File: src/rtl/ysyx_25050141_wb_arbiter.sv
// Write-back arbiter: accepts ALU/LSU results, queues them in acceptance order and
// drives the single register-file write port at one write per cycle.
module ysyx_25050141_wb_arbiter #(
    parameter int XLEN   = 32,
    parameter int WIDTH  = 5,
    parameter int QDEPTH = 4
) (
    input  logic                      clk,
    input  logic                      rst,
    input  logic                      alu_valid,
    output logic                      alu_ready,
    input  logic [WIDTH-1:0]          alu_rd,
    input  logic [XLEN-1:0]           alu_data,
    input  logic                      lsu_valid,
    output logic                      lsu_ready,
    input  logic [WIDTH-1:0]          lsu_rd,
    input  logic [XLEN-1:0]           lsu_data,
    output logic                      wen,
    output logic [WIDTH-1:0]          waddr,
    output logic [XLEN-1:0]           wdata,
    output logic [$clog2(QDEPTH):0]   count
);

    localparam int PW = $clog2(QDEPTH);
    localparam int CW = PW + 1;

    typedef enum logic {PRIO_ALU = 1'b0, PRIO_LSU = 1'b1} prio_e;

    logic [WIDTH-1:0] rd_mem   [QDEPTH];
    logic [XLEN-1:0]  data_mem [QDEPTH];

    logic [PW-1:0]    wr_ptr_q, wr_ptr_d;
    logic [PW-1:0]    rd_ptr_q, rd_ptr_d;
    logic [CW-1:0]    count_q, count_d;
    prio_e            prio_q, prio_d;
    logic             wen_q, wen_d;
    logic [WIDTH-1:0] waddr_q, waddr_d;
    logic [XLEN-1:0]  wdata_q, wdata_d;

    logic [CW-1:0]    free;
    logic             alu_fire, lsu_fire;
    logic             alu_enq, lsu_enq, dual_enq;
    logic             slot0_lsu;
    logic [WIDTH-1:0] slot0_rd, slot1_rd;
    logic [XLEN-1:0]  slot0_data, slot1_data;
    logic [CW-1:0]    enq_cnt;
    logic             pop;

    // Readies derive from registered occupancy only; a same-cycle pop is not credited.
    always_comb begin
        free      = CW'(QDEPTH) - count_q;
        alu_ready = (free >= CW'(2)) || ((free == CW'(1)) && (prio_q == PRIO_ALU));
        lsu_ready = (free >= CW'(2)) || ((free == CW'(1)) && (prio_q == PRIO_LSU));
    end

    assign alu_fire = alu_valid && alu_ready;
    assign lsu_fire = lsu_valid && lsu_ready;
    assign alu_enq  = alu_fire && (alu_rd != '0);
    assign lsu_enq  = lsu_fire && (lsu_rd != '0);
    assign dual_enq = alu_enq && lsu_enq;
    assign enq_cnt  = CW'(alu_enq) + CW'(lsu_enq);
    assign pop      = (count_q != '0);

    // On a double enqueue the prioritised source takes the lower slot.
    always_comb begin
        slot0_lsu  = dual_enq ? (prio_q == PRIO_LSU) : lsu_enq;
        slot0_rd   = slot0_lsu ? lsu_rd   : alu_rd;
        slot0_data = slot0_lsu ? lsu_data : alu_data;
        slot1_rd   = slot0_lsu ? alu_rd   : lsu_rd;
        slot1_data = slot0_lsu ? alu_data : lsu_data;
    end

    always_comb begin
        wr_ptr_d = wr_ptr_q + PW'(enq_cnt);
        rd_ptr_d = rd_ptr_q;
        count_d  = count_q + enq_cnt - CW'(pop);
        prio_d   = prio_q;
        wen_d    = 1'b0;
        waddr_d  = waddr_q;
        wdata_d  = wdata_q;
        if (pop) begin
            rd_ptr_d = rd_ptr_q + PW'(1);
            wen_d    = 1'b1;
            waddr_d  = rd_mem[rd_ptr_q];
            wdata_d  = data_mem[rd_ptr_q];
        end
        if (((prio_q == PRIO_ALU) && alu_fire) || ((prio_q == PRIO_LSU) && lsu_fire)) begin
            prio_d = (prio_q == PRIO_ALU) ? PRIO_LSU : PRIO_ALU;
        end
    end

    // Storage carries no reset; pointers and count define which entries are live.
    always_ff @(posedge clk) begin
        if (enq_cnt != '0) begin
            rd_mem[wr_ptr_q]   <= slot0_rd;
            data_mem[wr_ptr_q] <= slot0_data;
        end
        if (dual_enq) begin
            rd_mem[wr_ptr_q + PW'(1)]   <= slot1_rd;
            data_mem[wr_ptr_q + PW'(1)] <= slot1_data;
        end
    end

    always_ff @(posedge clk or negedge rst) begin
        if (!rst) begin
            wr_ptr_q <= '0;
            rd_ptr_q <= '0;
            count_q  <= '0;
            prio_q   <= PRIO_ALU;
            wen_q    <= 1'b0;
            waddr_q  <= '0;
            wdata_q  <= '0;
        end else begin
            wr_ptr_q <= wr_ptr_d;
            rd_ptr_q <= rd_ptr_d;
            count_q  <= count_d;
            prio_q   <= prio_d;
            wen_q    <= wen_d;
            waddr_q  <= waddr_d;
            wdata_q  <= wdata_d;
        end
    end

    assign wen   = wen_q;
    assign waddr = waddr_q;
    assign wdata = wdata_q;
    assign count = count_q;

endmodule

File: config.mk
export PLATFORM = sky130hd
export DESIGN_NAME = ysyx_25050141_wb_arbiter
export DESIGN_NICKNAME = d
export VERILOG_FILES = /design/src/rtl/ysyx_25050141_wb_arbiter.sv
export SDC_FILE = /design/constraint.sdc
export NUM_CORES = 1
export LEC_CHECK = 0
export CAP_MARGIN = 20
export CORE_AREA = 2 2 171 173
export CTS_CLUSTER_SIZE = 14
export DETAILED_ROUTE_END_ITERATION = 8
export DIE_AREA = 0 0 173 175
export PLACE_DENSITY = 0.68
export SETUP_SLACK_MARGIN = 0.4
export SYNTH_ARGS = -nofsm -noshare
export SYNTH_HDL_FRONTEND = slang
export SYNTH_SLANG_ARGS = --single-unit
export TNS_END_PERCENT = 1
File: constraint.sdc
create_clock -name clk -period 11.97 [get_ports clk]
set_input_delay 1.7955 -clock clk [delete_from_list [all_inputs] [get_ports clk]]
set_output_delay 1.7955 -clock clk [all_outputs]
set_load 0.005 [all_outputs]
==> qor.csv <==
metric;value;unit
synth.largest_area_cell;edfxtp_1;
grt_max_degree;89;
end_kind;flop;
p_leak;4.77;nW
cp.arrival;6.71;ns
start_util;39.6;%
worstSetupPathType;primary input to flop;
power.switching;1.54;mW
drive_gt1_share;18.0;%
timing.critical_path.from;lsu_rd[1];
final_area;13500;um^2
grt_pass1_wl;49900;um
wl_per_cell;21.4;um
ys_async_sr_fraction;23.7;%
tns;0;ns
busiest_layer;met2;
postRouteAntennaNets;0;
synth_cells;997;
power_frac_seq;33.8;%
synth_area_leaders;edfxtp_1 (39%), dfrtp_1 (10%), mux4_2 (7.4%);
fmax;153;MHz
num_antenna_cells;0;
num-nets-final;1166;
tightest_slew;1.17;ns
holdPathStages;2;
finalHoldViolations;0;
ir_worst_vdd;0.162;mV
intPower;2.44;mW
firstDrtPassIters;6;
clock_sinks;194;
start_kind;primary input;
fillers;2630;
finalSetupViolCount;0;
dieWidth;173;um
hold_class;flop to flop;
finalWirelength;31500;um
ys.flop_type;edfxtp_1;
grt_util_met2;36.0;%
reg2reg_slack;6.86;ns
ctsHtreeMaxLevel;4;
clock_latency;0.44;ns
syn_to_final_growth;19.6;%
use_met1;28.2;%
post-route-min-period;6.52;ns
core-area;28400;um^2
cts_hold_buf;0;
cts-resized-gates;0;
holdWs;0.470;ns
rsz0062_at_grt;false;
yosys.area.top_type_share;39.5;%
vias_per_cell;5.85;
gp_congestion;0.789;
reg2reg_depth;11;
sw_frac_of_total;38.7;%
maxCapViolations;0;
antenna_found_initial;0;
slew_viol_final;0;
root_buffer;clkbuf_16;
pwr-share-clk;15.1;%
grt_pass1_vias;8798;
synth_seq_cells;194;
rows;62;
crit_required;12.16;ns
grtUsageMet3;3.96;%
drc;0;
place_area;12800;um^2
cts_max_path_buffers;2;
cts_buffers;17;
grt_use_total;21.3;%
ys_types;40;
syn_area_per_cell;11.3;um^2
first_iter_violations;834;
outcome;finished clean;
synth_most_common_cell;nand2_1;
rr_startpoint;count[1]$_DFF_PN0_;
min_from;wdata[26]$_DFFE_PN0P_;
cts_tree;done;
rr_endpoint;rd_mem[0][0]$_DFFE_PP_;
yosysWarnings;0;
finish.utilization;47.4;%
dp_hpwl;18500;um
finalClockSkew;0.0247;ns
clk_pin_slew_worst_paths;0.07;ns
p_comb_share;51.1;%
synth_edf_count;148;
die_area;30300;um^2
overflow;0;
syn-cell-area;11300;um^2
die_y;175;um
slew_headroom;21.9;%
vias;8617;
syn-num-nets;1086;
crit_fanout;52;
pin_count;121;
holdPathEnd;wdata[26]$_DFFE_PN0P_;
cellPowerDensity;295;nW/um^2
portBuffers;120;
period_share;54.5;%
post_synth_most_frequent_cells;nand2_1 (218), edfxtp_1 (148), nand3_1 (130);
postCtsSetupBuffers;0;
seq_area_frac_synth;49.7;%
[metal layers]
layer / part of all wire, % / routed length [um] / vias to the layer above
met1: 43 / 13500 / 4288
li1: - / - / 3922
met2: 49 / 15400 / 367
met3: 6.9 / 2170 / 40
met4: 1.5 / 478 / 0
met5: 0 / 0 / -
[cell type report]
type	count	area [um^2]	area share (%)
Clock inverter	5	103	0.762
Sequential cell	194	5600	41.6
Timing Repair Buffer	138	1350	10.0
Tap cell	384	480	3.57
Inverter	12	45.0	0.335
Clock buffer	27	504	3.75
Multi-Input combinational cell	714	5380	39.9
[worst max-delay path by stage]
stage | endpoint | slack (ns) | cells after the start
finish | rd_mem[0][0]$_DFFE_PP_ | 5.45 | 10
global route | rd_mem[0][0]$_DFFE_PP_ | 5.22 | 10
CTS | rd_mem[0][0]$_DFFE_PP_ | 5.38 | 9
detailed placement | rd_mem[1][3]$_DFFE_PP_ | 4.95 | 9
global placement | rd_mem[0][1]$_DFFE_PP_ | 5.01 | 9
floorplan | data_mem[1][0]$_DFFE_PP_ | 5.10 | 8
[logic make-up (layout without fill, tap and decap cells)]
group,count (synthesis),after routing,synth area share [%]
xor+xnor,8,8,0.623
compound gates,131,131,11.4
mux,101,101,13.8
flops,194,194,49.7
simple gates,463,463,19.8
fa+ha+maj,11,11,1.29
buf+inv,89,182,3.35
[placed cells by master, fill, tap and decap left out, types with 11 or more instances in the layout]
cell type | synthesis | routed
a32o_1 | 20 | 20
buf_4 | 0 | 16
inv_1 | 11 | 11
nand2_1 | 218 | 218
mux2_2 | 64 | 64
edfxtp_1 | 148 | 148
clkdlybuf4s50_1 | 0 | 118
nor3b_1 | 34 | 33
nand3_1 | 130 | 130
mux4_2 | 37 | 37
a41oi_2 | 29 | 29
clkbuf_16 | 0 | 18
nor2b_1 | 32 | 32
dfrtp_1 | 46 | 44
and2_1 | 34 | 34
a22oi_1 | 64 | 64
[sequential cells by signal, indices dropped and copies added (netlist names)]
signal and count:
data_mem 128, wdata 32, rd_mem 20, waddr 5, count 3, rd_ptr_q 2, wr_ptr_q 2, prio_q 1
wen 1
[metrics by stage]
stage | worst slack [ns] | power (mW) | instances
after global placement | 5.01 | 3.32 | 1440
after global routing | 5.22 | 4.23 | 1474
after CTS | 5.38 | 3.98 | 1472
final | 5.45 | 3.98 | 1474
after floorplan | 5.10 | 2.69 | 997
after detailed placement | 4.95 | 3.38 | 1440
[worst max-delay path: stages]
cell             delay [ns]
clkdlybuf4s50_1        0.50
or4_1                  0.57
buf_4                  0.29
or2_2                  0.51
buf_12                 0.24
and2_1                 0.21
ha_4                   0.33
inv_2                  0.84
nand3_1                0.87
a32o_1                 0.52
[power by group through the flow]
stage | clock network [mW] | logic (mW) | registers [mW]
final | 0.600 | 2.03 | 1.34
after global routing | 0.631 | 2.23 | 1.38
after CTS | 0.607 | 2.03 | 1.35
after detailed placement | 0 | 2.02 | 1.36
after global placement | 0 | 1.98 | 1.35
after floorplan | 0 | 1.35 | 1.34
Note: power is estimated with default switching activity, not from simulation.
